$ cat config.mk
export PLATFORM = sky130hd
export DESIGN_NAME = lfsr_param
export DESIGN_NICKNAME = d
export VERILOG_FILES = /design/src/rtl/lfsr_pkg.sv /design/src/rtl/lfsr_step.sv /design/src/rtl/lfsr_param.sv
export SDC_FILE = /design/constraint.sdc
export NUM_CORES = 1
export LEC_CHECK = 0
export CAP_MARGIN = 20
export CORE_MARGIN = 2
export CORE_UTILIZATION = 30
export CTS_CLUSTER_DIAMETER = 40
export DETAILED_ROUTE_END_ITERATION = 10
export SYNTH_ARGS = -nofsm -noshare
export SYNTH_HDL_FRONTEND = slang
export SYNTH_SLANG_ARGS = --single-unit
$ cat constraint.sdc
create_clock -name clk -period 3.15 [get_ports clk]
set_input_delay 0.63 -clock clk [delete_from_list [all_inputs] [get_ports clk]]
set_output_delay 0.63 -clock clk [all_outputs]
set_load 0.005 [all_outputs]
$ cat src/rtl/lfsr_pkg.sv
// Shared constants and the single-shift helper for the parametrised Fibonacci LFSR.
package lfsr_pkg;

    localparam logic [3:0]  LFSR_TAPS_4  = 4'hC;
    localparam logic [7:0]  LFSR_TAPS_8  = 8'hB8;
    localparam logic [15:0] LFSR_TAPS_16 = 16'hB400;
    localparam logic [25:0] LFSR_TAPS_26 = 26'h2000023;

    // Works on a 64-bit container; the caller zero-extends the state and truncates the result,
    // and the tap mask is zero above the real width, so the upper bits never reach the feedback.
    function automatic logic [63:0] lfsr_shift1(input logic [63:0] state, input logic [63:0] taps);
        logic fb;
        fb = ^(state & taps);
        return {state[62:0], fb};
    endfunction

endpackage

$ cat src/rtl/lfsr_step.sv
// Combinational unroll of STEP single-bit LFSR shifts; reports the bits shifted out, first one in the MSB.
module lfsr_step
    import lfsr_pkg::*;
#(
    parameter int               WIDTH = 26,
    parameter int               STEP  = 1,
    parameter logic [WIDTH-1:0] TAPS  = LFSR_TAPS_26
) (
    input  logic [WIDTH-1:0] state,
    output logic [WIDTH-1:0] next_state,
    output logic [STEP-1:0]  shifted
);

    logic [WIDTH-1:0] s;
    logic [63:0]      w;

    always_comb begin
        s       = state;
        w       = '0;
        shifted = '0;
        for (int i = 0; i < STEP; i++) begin
            shifted[STEP-1-i] = s[WIDTH-1];
            w              = '0;
            w[WIDTH-1:0]   = s;
            w              = lfsr_shift1(w, 64'(TAPS));
            s              = w[WIDTH-1:0];
        end
        next_state = s;
    end

endmodule

$ cat src/rtl/lfsr_param.sv
// Parametrised Fibonacci LFSR with load, advance enable and all-zero lock-up recovery.
// Optional period tracking (seq_cnt, period_done) is built when LFSR_PERIOD_EN is defined.
module lfsr_param
    import lfsr_pkg::*;
#(
    parameter int               WIDTH = 26,
    parameter logic [WIDTH-1:0] TAPS  = LFSR_TAPS_26,
    parameter logic [WIDTH-1:0] SEED  = 1,
    parameter int               STEP  = 1
) (
    input  logic             clk,
    input  logic             rst_n,
    input  logic             en,
    input  logic             load,
    input  logic [WIDTH-1:0] din,
    output logic [WIDTH-1:0] q,
    output logic [STEP-1:0]  out_bits,
    output logic             lockup
`ifdef LFSR_PERIOD_EN
    ,
    output logic [WIDTH-1:0] seq_cnt,
    output logic             period_done
`endif
);

    generate
        if (STEP < 1 || STEP > WIDTH) begin : g_bad_step
            $error("lfsr_param: STEP must be in 1..WIDTH");
        end
        if (SEED == '0) begin : g_bad_seed
            $error("lfsr_param: SEED must be nonzero");
        end
        if (TAPS[WIDTH-1] == 1'b0) begin : g_bad_taps
            $error("lfsr_param: TAPS must include the top state bit");
        end
    endgenerate

    logic [WIDTH-1:0] step_next;
    logic [STEP-1:0]  step_bits;
    logic             load_zero;
    logic [WIDTH-1:0] load_val;

    lfsr_step #(
        .WIDTH (WIDTH),
        .STEP  (STEP),
        .TAPS  (TAPS)
    ) u_step (
        .state      (q),
        .next_state (step_next),
        .shifted    (step_bits)
    );

    // An all-zero load would freeze the register, so it is replaced by SEED.
    assign load_zero = (din == '0);
    assign load_val  = load_zero ? SEED : din;

    always_ff @(posedge clk) begin
        if (!rst_n) begin
            q        <= SEED;
            out_bits <= '0;
            lockup   <= 1'b0;
        end else if (load) begin
            q        <= load_val;
            lockup   <= load_zero;
        end else if (en) begin
            q        <= step_next;
            out_bits <= step_bits;
            lockup   <= 1'b0;
        end else begin
            lockup   <= 1'b0;
        end
    end

`ifdef LFSR_PERIOD_EN
    logic [WIDTH-1:0] ref_state;

    always_ff @(posedge clk) begin
        if (!rst_n) begin
            ref_state   <= SEED;
            seq_cnt     <= '0;
            period_done <= 1'b0;
        end else if (load) begin
            ref_state   <= load_val;
            seq_cnt     <= '0;
            period_done <= 1'b0;
        end else if (en) begin
            seq_cnt     <= seq_cnt + WIDTH'(STEP);
            period_done <= (step_next == ref_state);
        end else begin
            period_done <= 1'b0;
        end
    end
`endif

endmodule

==> impl_metrics.env, run 1 <==
export IMPL_track_usage=0.130
export IMPL_holdWs_ps=523
export IMPL_p_int_mw=0.590
export IMPL_yosys_warnings=0
export IMPL_max_stage_delay_ps=530
export IMPL_maximum_number_of_pins_on_one_net_before_global_route_repair=56
export IMPL_crit_required_ps=2520
export IMPL_final_setup_worst_slack_ps=1310
export IMPL_clock_tree_htree_level_count=1
export IMPL_detailroute_via_count=1252
export IMPL_route_detailed_vias_per_inst=4.71
export IMPL_yosysMostFrequentCell="dfxtp_1"
export IMPL_drt_pre_antenna_iters=6
export IMPL_count_of_fill_cells_added_during_filler_insertion=492
export IMPL_fp_dieH_um=72.9
export IMPL_dieWidth_um=72.9
export IMPL_p_sw_frac=0.245
export IMPL_post_cts_buffers=0
export IMPL_cts_root_buffer="clkbuf_8"
export IMPL_endpoint_class_of_the_critical_path="output port"
export IMPL_worstRegToRegCells=4
export IMPL_crit_buf_inv=1
export IMPL_postSynth_asyncResetShare=0
export IMPL_totalPowerFinal_mw=0.782
export IMPL_drc=0
export IMPL_pwr_share_seq=0.500
export IMPL_detailed_place_area_mm2=0.00201
export IMPL_finalSetupViolCount=0
export IMPL_detail_route_antenna_nets=0
export IMPL_critPathTopFamily="buffers and inverters"
export IMPL_syn_avg_cell_area_um2=8.78
export IMPL_layout_worst_path_cycle_share=0.585
export IMPL_crit_path_cell_trace="clkdlybuf4s50_1"
export IMPL_timing_reg2reg_setup_slack_ps=1870
export IMPL_worst_skew_pair_late_latency_ps=270
export IMPL_relSlewSlack=0.433
export IMPL_place_worst_setup_slack_ps=997
export IMPL_floorplan_io_pins=58
export IMPL_finalWeightedCongestion=0.708
export IMPL_initialDrtViolationCount=74
export IMPL_dpl_hpwl_mm=2.43
export IMPL_status="complete, no violations"
export IMPL_path_depth=1
export IMPL_synthCells=162
export IMPL_syn_cell_area_mm2=0.00142
export IMPL_tritoncts_num_buffers=3
export IMPL_synth_enable_flop_cells=0
export IMPL_worstPathArrival_ps=1210
export IMPL_post_drt_wl_per_cell_um=12.8
export IMPL_synth_area_leaders="dfxtp_1 39%, mux2i_1 18%, and2_1 11%, nand2_1 7.1%, o21ai_1 5.3%"
export IMPL_net_switching_power_mw=0.191
export IMPL_synth_top_area_cell="dfxtp_1"
export IMPL_nets=243
export IMPL_power_density_mw_per_mm2=379
export IMPL_share_of_post_route_cells_with_drive_strength_above_1=0.0425
export IMPL_synth_commonest_cells="28 x dfxtp_1, 27 x nand2_1, 26 x mux2i_1"
export IMPL_achievable_frequency_mhz=542
export IMPL_synth_net_count=192
export IMPL_numPortBuffers=57
export IMPL_design_die_area_mm2=0.00531
export IMPL_ctsResizeCount=0
export IMPL_rsz0062_at_grt="no"
export IMPL_clock_sinks=28
export IMPL_power_leakage_nw=0.824
export IMPL_max_cap_viols=0
export IMPL_regToRegEndpoint="q[0]"
export IMPL_synth_seq_area_share=0.394
export IMPL_grt_pass1_wl_mm=5.40
export IMPL_critical_path_max_fanout=4
export IMPL_final_period_minus_worst_setup_slack_ps=1840
export IMPL_timing_rr_start="q[25]"
export IMPL_synth_top_flop_cell="dfxtp_1"
export IMPL_hold_fails_final_rpt=0
export IMPL_floorplan_initialDensity=0.305
export IMPL_fraction_of_power_consumed_by_the_clock_network=0.286
export IMPL_endpoint="q[1]"
export IMPL_worst_pin_slew_ps=851
export IMPL_final_setup_tns_ps=0
export IMPL_tritoncts_clock_tree="done"
export IMPL_cts_max_path_buffers=2
export IMPL_clk_pin_slew_worst_paths_ps=90
export IMPL_synth_distinct_cells=22
export IMPL_rows=25
export IMPL_multi_input_combinational_cell_area_um2=797
export IMPL_maxSlewViolCount=0
export IMPL_worst_setup_path_start_kind="flip-flop"
export IMPL_grt_antenna_before_repair=0
export IMPL_ys_ff_latch=28
export IMPL_combPwrFrac=0.214
export IMPL_diode_insertion_count_for_antenna_repair=0
export IMPL_worstHoldPathType="reg -> reg"
export IMPL_timing_critical_path_from="q[1]"
export IMPL_final_seq_area_um2=561
export IMPL_yosys_top_cell_area_share=0.394
export IMPL_area_growth_pct=44.9
export IMPL_grt_remaining_overflow=0
export IMPL_cts_hold_repair_buffers=0
export IMPL_first_global_vias=1121
export IMPL_max_ir_drop_vdd_uv=290
export IMPL_wirelength_mm=3.40
export IMPL_criticalPathCategory="reg -> out"
export IMPL_fin_skew_ps=3.61
export IMPL_worst_path_max_delay_cell="clkdlybuf4s50_1"
export IMPL_design_core_area_mm2=0.00466
export IMPL_final_design_area_no_fill_mm2=0.00206
sequential cells by signal, summed over array words and instances (netlist names):
name and count:
q 26, lockup 1, out_bits 1
metrics by stage:
| step | util | cells |
|---|---|---|
| 6_report | 0.442 | 266 |
| 5_1_grt | 0.442 | 266 |
| 4_1_cts | 0.442 | 266 |
| 3_5_place_dp | 0.430 | 262 |
| 2_1_floorplan | - | 162 |
| 3_3_place_gp | 0.430 | 262 |
tightest hold or removal path, delay by kind of cell (launching register included):
kind	cells	cell delay, ps
mux	1	60
simple gates	1	90
flops	1	340
cells by family after synthesis:
logic type                share of synthesized area
AOI/OAI and AO/OA                            0.0941
muxes                                         0.183
DFF                                           0.394
buffers and inverters                        0.0457
and+or+nand+nor                               0.266
xor gates and xnor gates                     0.0167
worst min-delay path by stage:
stage	cells past startpoint	slack, ps	end	from
global placement	2	500	out_bits	out_bits
CTS	2	530	out_bits	out_bits
global route	2	590	out_bits	out_bits
floorplan	2	510	out_bits	out_bits
detailed placement	2	510	out_bits	out_bits
finish	2	520	out_bits	out_bits
power by group through the flow:
stage               clock, mW  sequential, mW  combinational, mW
finish                  0.224           0.391              0.167
global route            0.249           0.395              0.184
CTS                     0.233           0.392              0.170
detailed placement          0           0.400              0.169
global placement            0           0.400              0.168
floorplan                   0           0.398             0.0770
layer usage:
metal / vias up / wire length [um] / GRT usage
met5: - / 0 / 0
met4: 0 / 12 / 0.0185
met3: 2 / 209 / 0.0442
met2: 37 / 1540 / 0.206
met1: 565 / 1630 / 0.176
li1: 648 / - / -
cell type report:
class | count | area share
well taps | 54 | 0.0328
repair buffers | 59 | 0.282
flip-flops and latches | 28 | 0.272
multi-input cells | 121 | 0.387
clock buffers | 4 | 0.0267
cells in the final DEF, fill, tap and decap left out:
cell	count
nor4_4	1
a221oi_1	1
o21ai_0	10
and2_1	25
dfxtp_1	28
nor4_1	4
xor3_1	1
nor2b_1	2
clkdlybuf4s50_1	56
nand2_1	27
buf_4	2
nor2_1	3
and4_1	1
mux2i_1	26
nand4_1	1
and3b_1	1
nor4_2	1
nor3b_1	1
buf_2	1
o21ai_1	15
clkbuf_8	4
nand3b_1	1
Power figures use the tool's default switching activity.
==> inputs of run 2 (changes only) <==
Clock period 3.15 ns to 1.59 ns, I/O delays scaled along.
==> impl_metrics.env, run 2 (synthesis results as in run 1) <==
export IMPL_status="complete, no violations"
export IMPL_endpoint_class_of_the_critical_path="output port"
export IMPL_crit_required_ps=1270
export IMPL_finalSetupViolCount=0
export IMPL_crit_path_cell_trace="clkdlybuf4s50_1"
export IMPL_holdPathStages=3
export IMPL_relSlewSlack=0.679
export IMPL_tritoncts_num_buffers=3
export IMPL_first_global_vias=1186
export IMPL_drt_pre_antenna_iters=4
export IMPL_critical_path_max_fanout=4
export IMPL_cts_hold_repair_buffers=0
export IMPL_share_of_post_route_cells_with_drive_strength_above_1=0.0860
export IMPL_worstRegToRegCells=4
export IMPL_worst_skew_pair_late_latency_ps=270
export IMPL_wirelength_mm=3.34
export IMPL_design_core_area_mm2=0.00466
export IMPL_largest_registers="q x26, lockup x1, out_bits x1"
export IMPL_design_die_area_mm2=0.00531
export IMPL_rows=25
export IMPL_holdWs_ps=487
export IMPL_place_worst_setup_slack_ps=-236
export IMPL_largest_reg_flops=26
export IMPL_clk_pin_slew_worst_paths_ps=100
export IMPL_postLayoutCoreUtil=0.467
export IMPL_count_of_fill_cells_added_during_filler_insertion=497
export IMPL_largest_register="q"
export IMPL_layout_worst_path_cycle_share=0.960
export IMPL_dieWidth_um=72.9
export IMPL_detail_route_antenna_nets=0
export IMPL_diode_insertion_count_for_antenna_repair=0
export IMPL_route_detailed_vias_per_inst=4.68
export IMPL_area_growth_pct=52.9
export IMPL_numPortBuffers=57
export IMPL_worst_path_max_delay_cell="clkdlybuf4s50_1"
export IMPL_worst_setup_path_start_kind="flip-flop"
export IMPL_initialDrtViolationCount=69
export IMPL_final_setup_tns_ps=0
export IMPL_hold_fails_final_rpt=0
export IMPL_final_period_minus_worst_setup_slack_ps=1530
export IMPL_finalWeightedCongestion=0.714
export IMPL_grt_pass1_wl_mm=5.51
export IMPL_power_leakage_nw=0.884
export IMPL_tritoncts_clock_tree="done"
export IMPL_drc=0
export IMPL_track_usage=0.130
export IMPL_worstPathArrival_ps=1210
export IMPL_dpl_hpwl_mm=2.52
export IMPL_floorplan_initialDensity=0.305
export IMPL_cts_max_path_buffers=2
export IMPL_max_cap_viols=0
export IMPL_maxSlewViolCount=0
export IMPL_critPathTopFamily="buffers and inverters"
export IMPL_detailroute_via_count=1287
export IMPL_crit_buf_inv=1
export IMPL_max_ir_drop_vdd_uv=745
export IMPL_uppermost_layer_routed="met4"
export IMPL_nets=252
export IMPL_detailroute_wirelength_met2_mm=1.52
export IMPL_grt_antenna_before_repair=0
export IMPL_fp_dieH_um=72.9
export IMPL_grt_remaining_overflow=0
export IMPL_wl_met1_mm=1.61
export IMPL_final_setup_worst_slack_ps=63.5
export IMPL_worstHoldPathType="in -> reg"
export IMPL_layout_cells_most_common_list="56 x clkdlybuf4s50_1, 28 x dfxtp_1, 27 x nand2_1"
export IMPL_cts_root_buffer="clkbuf_8"
export IMPL_achievable_frequency_mhz=655
export IMPL_maximum_number_of_pins_on_one_net_before_global_route_repair=29
export IMPL_clock_tree_htree_level_count=1
export IMPL_met3_wirelength_um=194
export IMPL_criticalPathCategory="reg -> out"
export IMPL_fin_skew_ps=4.99
export IMPL_power_density_mw_per_mm2=776
export IMPL_rsz0062_at_grt="no"
export IMPL_max_stage_delay_ps=530
export IMPL_path_depth=1
export IMPL_worst_pin_slew_ps=481
export IMPL_post_drt_wl_per_cell_um=12.1
export IMPL_final_common_cell="clkdlybuf4s50_1"
export IMPL_clock_sinks=28
export IMPL_floorplan_io_pins=58
[run 2: where the power goes]
part           switching, mW  internal [mW]
Sequential            0.0333          0.742
Combinational          0.128          0.225
Clock                  0.224          0.337
[run 2: per-layer routing]
layer | global-route usage | vias to the layer above
li1 | - | 670
met1 | 0.174 | 581
met2 | 0.211 | 34
met3 | 0.0401 | 2
met4 | 0.0185 | 0
met5 | 0 | -
[run 2: layout make-up]
class | instances | area (um2) | area share
Clock buffer | 3 | 41.3 | 0.0190
Tap cell | 54 | 67.6 | 0.0311
Clock inverter | 1 | 30.0 | 0.0138
Multi-Input combinational cell | 121 | 803 | 0.369
Timing Repair Buffer | 68 | 673 | 0.309
Sequential cell | 28 | 561 | 0.258
[run 2: worst reg2reg max path: stages (launching register included)]
cell and delay (ps):
dfxtp_1 400, xor3_1 420, nand2_1 90, nor2_1 50
a221oi_1 200
[run 2: stage by stage]
step / power [mW] / instances / instance area (um2)
after CTS: 1.71 / 275 / 2170
after detailed placement: 1.15 / 271 / 2100
after global routing: 1.78 / 275 / 2180
after floorplan: 0.941 / 162 / 1420
after global placement: 1.15 / 271 / 2100
final: 1.69 / 275 / 2180
[run 2: path summary, 6_finish.rpt]
check,start,endpoint,slack (ps)
max,q[5],q[5],60
min,load,lockup,490
max reg2reg,q[25],q[0],350
min reg2reg,out_bits,out_bits,530
[run 2: timing repair]
action	CTS	global route
setup buffers	0	0
gates resized for setup	0	1
setup endpoints to repair	0	1
==> inputs of run 3 (changes only) <==
Clock period 1.59 ns to 1.3 ns, I/O delays scaled along.
==> impl_metrics.env, run 3 (synthesis results as in run 1) <==
export IMPL_final_design_area_no_fill_mm2=0.00240
export IMPL_finalSetupViolCount=0
export IMPL_tritoncts_num_buffers=3
export IMPL_achievable_frequency_mhz=771
export IMPL_count_of_fill_cells_added_during_filler_insertion=457
export IMPL_worstPathArrival_ps=1490
export IMPL_clock_tree_htree_level_count=1
export IMPL_track_usage=0.149
export IMPL_detail_route_antenna_nets=0
export IMPL_grt_pass1_wl_mm=6.15
export IMPL_criticalPathCategory="in -> reg"
export IMPL_post_drt_wl_per_cell_um=13.0
export IMPL_floorplan_io_pins=58
export IMPL_uppermost_layer_routed="met4"
export IMPL_endpoint_class_of_the_critical_path="flip-flop"
export IMPL_detailroute_wirelength_met2_mm=1.87
export IMPL_worst_skew_pair_late_latency_ps=280
export IMPL_final_common_cell="dlygate4sd2_1"
export IMPL_design_die_area_mm2=0.00531
export IMPL_dpl_hpwl_mm=2.57
export IMPL_largest_register="q"
export IMPL_crit_path_cell_trace="clkdlybuf4s50_1, nor4_2, and4_1, nand4_1, a221oi_1"
export IMPL_fp_dieH_um=72.9
export IMPL_largest_reg_flops=26
export IMPL_share_of_post_route_cells_with_drive_strength_above_1=0.304
export IMPL_final_setup_tns_ps=0
export IMPL_tritoncts_clock_tree="done"
export IMPL_cts_hold_repair_buffers=0
export IMPL_detailed_place_area_mm2=0.00211
export IMPL_totalPowerFinal_mw=2.12
export IMPL_relSlewSlack=0.831
export IMPL_max_stage_delay_ps=440
export IMPL_area_growth_pct=68.7
export IMPL_worst_path_max_delay_cell="clkdlybuf4s50_1"
export IMPL_wl_met1_mm=1.83
export IMPL_crit_required_ps=1490
export IMPL_drt_pre_antenna_iters=4
export IMPL_largest_registers="q x26, lockup x1, out_bits x1"
export IMPL_cts_root_buffer="clkbuf_8"
export IMPL_cts_max_path_buffers=2
export IMPL_max_ir_drop_vdd_uv=398
export IMPL_rows=25
export IMPL_worst_setup_path_start_kind="primary input"
export IMPL_max_cap_viols=0
export IMPL_met3_wirelength_um=185
export IMPL_diode_insertion_count_for_antenna_repair=0
export IMPL_rsz0062_at_grt="yes"
export IMPL_floorplan_initialDensity=0.305
export IMPL_hold_fails_final_rpt=0
export IMPL_worst_pin_slew_ps=253
export IMPL_grt_remaining_overflow=0
export IMPL_initialDrtViolationCount=63
export IMPL_clock_sinks=28
export IMPL_power_leakage_nw=1.17
export IMPL_detailroute_via_count=1396
export IMPL_final_period_minus_worst_setup_slack_ps=1300
export IMPL_numPortBuffers=57
export IMPL_crit_buf_inv=1
export IMPL_clk_pin_slew_worst_paths_ps=100
export IMPL_place_worst_setup_slack_ps=-463
export IMPL_grt_antenna_before_repair=0
export IMPL_worstHoldPathType="in -> reg"
export IMPL_design_core_area_mm2=0.00466
export IMPL_critPathTopFamily="simple AND/OR/NAND/NOR gates"
export IMPL_layout_worst_path_cycle_share=0.997
export IMPL_nets=278
export IMPL_critical_path_max_fanout=2
export IMPL_fin_skew_ps=5.72
export IMPL_final_setup_worst_slack_ps=3.56
export IMPL_power_density_mw_per_mm2=883
export IMPL_layout_cells_most_common_list="42 x dlygate4sd2_1, 34 x buf_4, 27 x nand2_1, 27 x dfxtp_2, 26 x mux2i_1"
export IMPL_route_detailed_vias_per_inst=4.64
export IMPL_wirelength_mm=3.91
export IMPL_status="complete, no violations"
export IMPL_maxSlewViolCount=0
export IMPL_first_global_vias=1361
export IMPL_finalWeightedCongestion=0.723
export IMPL_drc=0
export IMPL_maximum_number_of_pins_on_one_net_before_global_route_repair=30
export IMPL_holdWs_ps=337
export IMPL_dieWidth_um=72.9
==> run 3: cell types whose count changed in the layout (fill, tap and decap cells not counted), sizes merged <==
cell and change:
dlymetal6s2s +1, clkbuf +1, buf +25, dlygate4sd2 +42, clkdlybuf4s50 -43
==> run 3: per-layer routing <==
metal	track usage	up-vias
li1	-	723
met1	0.187	638
met2	0.256	33
met3	0.0276	2
met4	0.0494	0
met5	0	-
==> run 3: worst min-delay path: stages <==
cell	delay, ps
buf_2	180
nand2_1	90
nor2_1	40
==> run 3: timing repair <==
item	CTS	global route
gates cloned	0	1
setup endpoints to repair	30	12
pin swaps	6	0
gates resized for setup	73	2
setup buffers	24	0
==> run 3: worst paths after layout <==
check / startpoint / to / slack, ps / depth (start not counted)
min reg2reg: out_bits / out_bits / 510 / 2
max: din[7] / q[0] / 4 / 5
max reg2reg: q[25] / q[0] / 40 / 5
min: load / lockup / 340 / 3
==> run 3: power by group <==
group          total (mW)  internal [mW]  switching [mW]
sequential          0.944          0.916          0.0281
combinational       0.481          0.287           0.194
clock               0.695          0.413           0.282
total                2.12           1.62           0.504
==> run 3: area by class of cell <==
cell class	instances	area [um2]	area share
Clock buffer	3	41.3	0.0172
Clock inverter	1	30.0	0.0125
Multi-Input combinational cell	121	831	0.346
Sequential cell	28	594	0.248
Tap cell	54	67.6	0.0282
Timing Repair Buffer	94	836	0.348
==> run 3: per-stage QoR <==
stage                      util  instances
after detailed placement  0.452        272
after global placement    0.452        272
final                     0.515        301
after CTS                 0.507        300
after global routing      0.515        301
after floorplan               -        162
